**src/rtl/cpu_hazard_ctrl_if.sv**
```systemverilog
// Signal bundle between the five-stage pipeline registers and the hazard controller.
// The pipeline (master) supplies stage fields; the controller (slave) returns enables, flushes and selects.
interface cpu_hazard_ctrl_if;
  logic [4:0]  ifid_rs;
  logic [4:0]  ifid_rt;
  logic [4:0]  idex_rs;
  logic [4:0]  idex_rt;
  logic        idex_regwr;
  logic        idex_memrd;
  logic [4:0]  idex_addrc;
  logic        exmem_regwr;
  logic [4:0]  exmem_addrc;
  logic        memwb_regwr;
  logic [4:0]  memwb_addrc;
  logic [2:0]  pcsrc_id;
  logic        branch_ex;
  logic        irq_in;
  logic        kernelpc;
  logic        cntclr;

  logic        pc_wr;
  logic        ifid_wr;
  logic        ifid_flush;
  logic        idex_flush;
  logic [1:0]  fwda;
  logic [1:0]  fwdb;
  logic        irq_take;
  logic [15:0] stall_cnt;
  logic [15:0] flush_cnt;

  modport master (
    output ifid_rs, ifid_rt, idex_rs, idex_rt, idex_regwr, idex_memrd, idex_addrc,
           exmem_regwr, exmem_addrc, memwb_regwr, memwb_addrc, pcsrc_id,
           branch_ex, irq_in, kernelpc, cntclr,
    input  pc_wr, ifid_wr, ifid_flush, idex_flush, fwda, fwdb, irq_take,
           stall_cnt, flush_cnt
  );

  modport slave (
    input  ifid_rs, ifid_rt, idex_rs, idex_rt, idex_regwr, idex_memrd, idex_addrc,
           exmem_regwr, exmem_addrc, memwb_regwr, memwb_addrc, pcsrc_id,
           branch_ex, irq_in, kernelpc, cntclr,
    output pc_wr, ifid_wr, ifid_flush, idex_flush, fwda, fwdb, irq_take,
           stall_cnt, flush_cnt
  );
endinterface

```
**src/rtl/cpu_hazard_ctrl.sv**
```systemverilog
// Hazard, forwarding and interrupt-entry controller for the five-stage pipeline,
// with saturating stall/flush cycle counters for performance debug.
module cpu_hazard_ctrl (
  input  logic             clk,
  input  logic             reset,
  cpu_hazard_ctrl_if.slave hz
);

  typedef enum logic [1:0] {IDLE, PEND, ENTER, SERV} irq_state_e;

  localparam logic [2:0] PC_PLUS4 = 3'd0;
  localparam logic [2:0] PC_J     = 3'd2;
  localparam logic [2:0] PC_JR    = 3'd3;
  localparam logic [2:0] PC_ILLOP = 3'd4;

  irq_state_e  state;
  logic        load_use;
  logic        jr_stall;
  logic        stall;
  logic        jump;
  logic        pc_wr;
  logic        ifid_wr;
  logic        ifid_flush;
  logic        idex_flush;
  logic [1:0]  fwda;
  logic [1:0]  fwdb;
  logic [15:0] stall_cnt;
  logic [15:0] flush_cnt;

  // EX/MEM wins over MEM/WB because it holds the younger result; $0 is never forwarded.
  function automatic logic [1:0] fwd_sel(input logic [4:0] src,
                                         input logic       em_wr, input logic [4:0] em_rd,
                                         input logic       mw_wr, input logic [4:0] mw_rd);
    if (em_wr && em_rd != 5'd0 && em_rd == src)      return 2'b01;
    else if (mw_wr && mw_rd != 5'd0 && mw_rd == src) return 2'b10;
    else                                             return 2'b00;
  endfunction

  assign load_use = hz.idex_memrd && hz.idex_addrc != 5'd0 &&
                    (hz.idex_addrc == hz.ifid_rs || hz.idex_addrc == hz.ifid_rt);
  assign jr_stall = hz.pcsrc_id == PC_JR && hz.ifid_rs != 5'd0 &&
                    ((hz.idex_regwr  && hz.idex_addrc  == hz.ifid_rs) ||
                     (hz.exmem_regwr && hz.exmem_addrc == hz.ifid_rs));
  assign stall    = load_use || jr_stall;
  assign jump     = hz.pcsrc_id == PC_J || hz.pcsrc_id == PC_JR || hz.pcsrc_id == PC_ILLOP;

  // NOTE: every output gets a default before the priority chain so no path leaves it unassigned (no latch).
  always_comb begin
    pc_wr      = 1'b1;
    ifid_wr    = 1'b1;
    ifid_flush = 1'b0;
    idex_flush = 1'b0;
    fwda       = fwd_sel(hz.idex_rs, hz.exmem_regwr, hz.exmem_addrc, hz.memwb_regwr, hz.memwb_addrc);
    fwdb       = fwd_sel(hz.idex_rt, hz.exmem_regwr, hz.exmem_addrc, hz.memwb_regwr, hz.memwb_addrc);
    if (!reset) begin
      pc_wr   = 1'b0;
      ifid_wr = 1'b0;
      fwda    = 2'b00;
      fwdb    = 2'b00;
    end else if (hz.branch_ex) begin
      // The ID instruction is squashed, so any stall or jump it asked for is moot.
      ifid_flush = 1'b1;
      idex_flush = 1'b1;
    end else if (state == ENTER) begin
      ifid_flush = 1'b1;
    end else if (stall) begin
      pc_wr      = 1'b0;
      ifid_wr    = 1'b0;
      idex_flush = 1'b1;
    end else if (jump) begin
      ifid_flush = 1'b1;
    end
  end

  // NOTE: sequential state uses non-blocking assignments and the asynchronous reset only; no reset-less storage here.
  always_ff @(posedge clk or negedge reset) begin
    if (!reset) begin
      state <= IDLE;
    end else begin
      case (state)
        IDLE:  if (hz.irq_in && !hz.kernelpc) state <= PEND;
        PEND:  if (!hz.irq_in)                state <= IDLE;
               else if (!hz.branch_ex && !stall && !hz.kernelpc && hz.pcsrc_id == PC_PLUS4)
                                              state <= ENTER;
        ENTER:                                state <= SERV;
        SERV:  if (!hz.kernelpc && !hz.irq_in) state <= IDLE;
        default:                              state <= IDLE;
      endcase
    end
  end

  always_ff @(posedge clk or negedge reset) begin
    if (!reset) begin
      stall_cnt <= 16'd0;
      flush_cnt <= 16'd0;
    end else if (hz.cntclr) begin
      stall_cnt <= 16'd0;
      flush_cnt <= 16'd0;
    end else begin
      if (!pc_wr && stall_cnt != 16'hFFFF)                       stall_cnt <= stall_cnt + 16'd1;
      if ((ifid_flush || idex_flush) && flush_cnt != 16'hFFFF)  flush_cnt <= flush_cnt + 16'd1;
    end
  end

  assign hz.pc_wr      = pc_wr;
  assign hz.ifid_wr    = ifid_wr;
  assign hz.ifid_flush = ifid_flush;
  assign hz.idex_flush = idex_flush;
  assign hz.fwda       = fwda;
  assign hz.fwdb       = fwdb;
  assign hz.irq_take   = (state == ENTER);
  assign hz.stall_cnt  = stall_cnt;
  assign hz.flush_cnt  = flush_cnt;

endmodule

```
**src/flat_wrapper.sv**
```systemverilog
// flat-port wrapper written by rule: the top's interface ports become plain ports
module cpu_hazard_ctrl_flat 
  (clk, reset, hz_ifid_rs, hz_ifid_rt, hz_idex_rs, hz_idex_rt, hz_idex_regwr, hz_idex_memrd, hz_idex_addrc, hz_exmem_regwr, hz_exmem_addrc, hz_memwb_regwr, hz_memwb_addrc, hz_pcsrc_id, hz_branch_ex, hz_irq_in, hz_kernelpc, hz_cntclr, hz_pc_wr, hz_ifid_wr, hz_ifid_flush, hz_idex_flush, hz_fwda, hz_fwdb, hz_irq_take, hz_stall_cnt, hz_flush_cnt);
  cpu_hazard_ctrl_if hz_i ();
  input  logic clk;
  input  logic reset;
  input wire logic [$bits(hz_i.ifid_rs)-1:0] hz_ifid_rs;
  input wire logic [$bits(hz_i.ifid_rt)-1:0] hz_ifid_rt;
  input wire logic [$bits(hz_i.idex_rs)-1:0] hz_idex_rs;
  input wire logic [$bits(hz_i.idex_rt)-1:0] hz_idex_rt;
  input wire logic [$bits(hz_i.idex_regwr)-1:0] hz_idex_regwr;
  input wire logic [$bits(hz_i.idex_memrd)-1:0] hz_idex_memrd;
  input wire logic [$bits(hz_i.idex_addrc)-1:0] hz_idex_addrc;
  input wire logic [$bits(hz_i.exmem_regwr)-1:0] hz_exmem_regwr;
  input wire logic [$bits(hz_i.exmem_addrc)-1:0] hz_exmem_addrc;
  input wire logic [$bits(hz_i.memwb_regwr)-1:0] hz_memwb_regwr;
  input wire logic [$bits(hz_i.memwb_addrc)-1:0] hz_memwb_addrc;
  input wire logic [$bits(hz_i.pcsrc_id)-1:0] hz_pcsrc_id;
  input wire logic [$bits(hz_i.branch_ex)-1:0] hz_branch_ex;
  input wire logic [$bits(hz_i.irq_in)-1:0] hz_irq_in;
  input wire logic [$bits(hz_i.kernelpc)-1:0] hz_kernelpc;
  input wire logic [$bits(hz_i.cntclr)-1:0] hz_cntclr;
  output wire logic [$bits(hz_i.pc_wr)-1:0] hz_pc_wr;
  output wire logic [$bits(hz_i.ifid_wr)-1:0] hz_ifid_wr;
  output wire logic [$bits(hz_i.ifid_flush)-1:0] hz_ifid_flush;
  output wire logic [$bits(hz_i.idex_flush)-1:0] hz_idex_flush;
  output wire logic [$bits(hz_i.fwda)-1:0] hz_fwda;
  output wire logic [$bits(hz_i.fwdb)-1:0] hz_fwdb;
  output wire logic [$bits(hz_i.irq_take)-1:0] hz_irq_take;
  output wire logic [$bits(hz_i.stall_cnt)-1:0] hz_stall_cnt;
  output wire logic [$bits(hz_i.flush_cnt)-1:0] hz_flush_cnt;
  assign hz_i.ifid_rs = hz_ifid_rs;
  assign hz_i.ifid_rt = hz_ifid_rt;
  assign hz_i.idex_rs = hz_idex_rs;
  assign hz_i.idex_rt = hz_idex_rt;
  assign hz_i.idex_regwr = hz_idex_regwr;
  assign hz_i.idex_memrd = hz_idex_memrd;
  assign hz_i.idex_addrc = hz_idex_addrc;
  assign hz_i.exmem_regwr = hz_exmem_regwr;
  assign hz_i.exmem_addrc = hz_exmem_addrc;
  assign hz_i.memwb_regwr = hz_memwb_regwr;
  assign hz_i.memwb_addrc = hz_memwb_addrc;
  assign hz_i.pcsrc_id = hz_pcsrc_id;
  assign hz_i.branch_ex = hz_branch_ex;
  assign hz_i.irq_in = hz_irq_in;
  assign hz_i.kernelpc = hz_kernelpc;
  assign hz_i.cntclr = hz_cntclr;
  assign hz_pc_wr = hz_i.pc_wr;
  assign hz_ifid_wr = hz_i.ifid_wr;
  assign hz_ifid_flush = hz_i.ifid_flush;
  assign hz_idex_flush = hz_i.idex_flush;
  assign hz_fwda = hz_i.fwda;
  assign hz_fwdb = hz_i.fwdb;
  assign hz_irq_take = hz_i.irq_take;
  assign hz_stall_cnt = hz_i.stall_cnt;
  assign hz_flush_cnt = hz_i.flush_cnt;
  cpu_hazard_ctrl u_core (.clk(clk), .reset(reset), .hz(hz_i));
endmodule
```
**config.mk**
```make
export PLATFORM = sky130hd
export DESIGN_NAME = cpu_hazard_ctrl_flat
export DESIGN_NICKNAME = d
export VERILOG_FILES = /design/src/rtl/cpu_hazard_ctrl_if.sv /design/src/rtl/cpu_hazard_ctrl.sv /design/src/flat_wrapper.sv
export SDC_FILE = /design/constraint.sdc
export NUM_CORES = 1
export LEC_CHECK = 0
export CORE_ASPECT_RATIO = 0.8
export CORE_UTILIZATION = 50
export CTS_CLUSTER_DIAMETER = 40
export DETAILED_ROUTE_END_ITERATION = 8
export HOLD_SLACK_MARGIN = 0.02
export PLACE_DENSITY = 0.82
export SETUP_SLACK_MARGIN = 0.05
export SLEW_MARGIN = 20
export SYNTH_ARGS = -nofsm -noshare
export SYNTH_HDL_FRONTEND = slang
export SYNTH_SLANG_ARGS = --single-unit
```
**constraint.sdc**
```tcl
create_clock -name clk -period 4.8 [get_ports clk]
set_clock_uncertainty 0.15 [all_clocks]
set_input_delay 0.48 -clock clk [delete_from_list [all_inputs] [get_ports clk]]
set_output_delay 0.48 -clock clk [all_outputs]
set_load 0.005 [all_outputs]
```
==> summary.txt <==
Global routing
  • Global route total overflow: 0
  • Largest net degree at the start of global routing: 57
  • First-pass GRT wire length: 11,600 um
  • Initial antenna violation count: 0
  • GRT Total Usage: 25.9%
  • Vias in the first global route: 2,478

Layout
  • Layout cells sized above 1: 9.34%
  • Final net count: 445
  • Leading cell type in the layout, fill and taps excluded: clkdlybuf4s50_1
  • Most frequent cells in the layout: clkdlybuf4s50_1 (87), dfrtp_1 (34), nor2_1 (32)
  • FILL cells: 398
  • Post-route insts no fill: 458
  • Ant diodes: 0
  • Layout Area Growth over Synthesis: 39.0%

Pwr
  • Pwr Total: 0.000772 W
  • Static Leak: 1.40 nW
  • Sw Pwr: 0.000186 W
  • Sw Share: 24.1%
  • VDD IR-drop max: 0.151 mV
  • Clock power frac: 43.1%
  • Pwr dens: 207 nW/um2
  • Flop pwr share: 38.1%
  • Internal power: 0.000586 W
  • Combinational Power Share: 18.8%

STA
  • Final setup violation count: 0
  • FMAX: 263 MHz
  • Final hold vios: 0
  • RSZ-0062 raised after global routing: no
  • TNS Setup: 0 ns
  • Pin slew with the least headroom to its limit: 1.08 ns
  • Final worst-path cycle share: 79.3%
  • Min Tclk post-route: 3.80 ns
  • Slew HR: 27.5%
  • Fin. max-slew vios: 0

Routing
  • # DRC: 18
  • DR vias: 2,662
  • First-pass DRT Iterations: 6
  • DRC violation total after the first TritonRoute iteration: 155
  • Routed Antenna Nets: 0
  • Vias per cell: 5.81
  • Wire length per cell: 16.0 um
  • WL final: 7340 um

Worst setup path
  • R2R Setup Slk: 2.28 ns
  • Worst-path fanout max: 4
  • Worst setup EP type: primary output
  • WP data arrival: 3.17 ns
  • Crit path kind: primary input to primary output
  • RR Endpoint: u_core.hz.flush_cnt[14]
  • Startpoint Class: primary input
  • CP required: 4.17 ns
  • Worst Reg-to-Reg Cells: 7

Yosys
  • Synthesized instance count: 309
  • Yosys reg bits: 34
  • Post-synth top area share: 31.6%
  • Largest area contributor in the netlist: dfrtp_1
  • Number of flops mapped to enable cells by yosys: 0
  • Ranking of synthesized cells by area: dfrtp_1 (32%), xor2_1 (5.9%), xnor2_1 (5.5%)
  • Syn_area_per_cell: 8.71 um2
  • Most used flip-flop cell after synthesis: dfrtp_1
  • Post-synthesis sequential area ratio: 31.6%
  • Synthesized area: 2690 um2
  • Total of warnings raised by yosys: 0
  • Syn nets: 359
  • Unique masters post-synth: 48
  • Ys async rst share: 100%

Placed design
  • Placer's final routability congestion estimate: 0.864
  • Port Buffers: 88
  • Placed cells: 450
  • DP HPWL: 5490 um

Floorplanning
  • Starting Density: 52.8%
  • Io pins: 89
  • Chip Height: 67.6 um
  • Die footprint: 5680 um2
  • Cell Rows: 23
  • Core ar.: 5090 um2
  • Die width: 84.0 um

Clock network
  • Root Buffer Master: clkbuf_8
  • CTS tree: built
  • Clk buf depth: 2
  • H-tree depth: 2
  • # clock sinks: 34
  • Post-CTS sizing: 0
  • TritonCTS buffer count: 5
  • Skew-Pair Late Insertion Delay: 0.28 ns
  • Cts hold-fix bufs: 0
  • Setup bufs post-CTS: 0
  • Reg clk slew, reported paths: 0.07 ns

Flow run
  • Max-cap violations: 0

Status
  • Failing checks: DRC
  • Status: complete, but fails checks

Min path
  • Min-delay worst type: primary input to async pin
## how the worst max path moves through the flow
stage | from | endpoint | slack, ns | cells past startpoint
final | hz_ifid_rs[1] | hz_ifid_flush | 1.0 | 8
after global routing | hz_ifid_rs[1] | hz_ifid_flush | 0.92 | 8
after CTS | hz_ifid_rs[2] | hz_ifid_flush | 0.98 | 8
after detailed placement | hz_ifid_rs[2] | hz_ifid_flush | 0.98 | 8
after global placement | hz_ifid_rs[1] | hz_ifid_flush | 1.06 | 8
after floorplan | hz_ifid_rs[1] | hz_pc_wr | 2.02 | 6
## metal layers
metal | global-route usage (%) | part of all wire, % | wire, um | up-vias
met5 | 0 | 0 | 0 | -
met1 | 34.5 | 46 | 3410 | 1270
met4 | 7.76 | 1.2 | 89 | 0
met3 | 4.65 | 5.8 | 425 | 6
li1 | - | - | - | 1297
met2 | 43.6 | 47 | 3420 | 89
## worst max-delay path: stages
cell and delay (ns):
clkdlybuf4s50_1 0.48, or4_4 0.57, o2111ai_2 0.22, a2111oi_4 0.13, or3_1 0.47, o21a_1 0.21, nor2_1 0.09, clkdlybuf4s50_1 0.51
## per-stage QoR
stage | setup WS [ns] | hold WS [ns] | instance area [um2] | util [%]
3_3_place_gp | 1.06 | 0.419 | 3600 | 70.6
2_1_floorplan | 2.02 | 0.0344 | 2690 | -
3_5_place_dp | 0.983 | 0.425 | 3600 | 70.6
6_report | 0.995 | 0.193 | 3740 | 73.4
4_1_cts | 0.980 | 0.219 | 3740 | 73.4
5_1_grt | 0.925 | 0.236 | 3740 | 73.4
## area by class of cell
| class | count | area [um2] | area share [%] |
|---|---|---|---|
| clock inverter | 2 | 60.1 | 1.61 |
| multi-input combinational | 253 | 1730 | 46.3 |
| tap | 62 | 77.6 | 2.07 |
| timing repair buffer | 91 | 898 | 24.0 |
| inverter | 10 | 37.5 | 1.00 |
| sequential | 34 | 851 | 22.8 |
| clock buffer | 6 | 82.6 | 2.21 |
## cell usage after synthesis (all sizes together) (8+ instances only)
cell type  number
or3             9
nor2b          16
nand2          22
nor2           32
a21oi          19
or4            13
nand3          17
dfrtp          34
xor2           18
nand4           9
inv            10
o21ai           8
mux2           18
nor4           12
xnor2          17
## sequential cells by signal, indices dropped and copies added, names as in the netlist, named ones only
register / count
u_core.state: 1
u_core.hz.flush_cnt: 16
u_core.hz.stall_cnt: 16
## power groups by stage
stage               Sequential [W]  Combinational [W]  Clock, W
floorplan                 0.000299          0.0000654         0
global placement          0.000300           0.000140         0
detailed placement        0.000300           0.000144         0
CTS                       0.000294           0.000145  0.000335
global route              0.000295           0.000157  0.000344
finish                    0.000294           0.000145  0.000333
## kinds of logic after synthesis
family | after synthesis | synth area share [%]
multiplexers | 19 | 8.33
buffers and inverters | 22 | 3.95
flip-flops | 34 | 31.6
adder cells (fa/ha/maj) | 2 | 0.930
AND/OR/NAND/NOR | 143 | 29.4
XOR/XNOR | 35 | 11.4
AO/OA/AOI/OAI | 54 | 14.4
(Power assumes the default switching activity.)
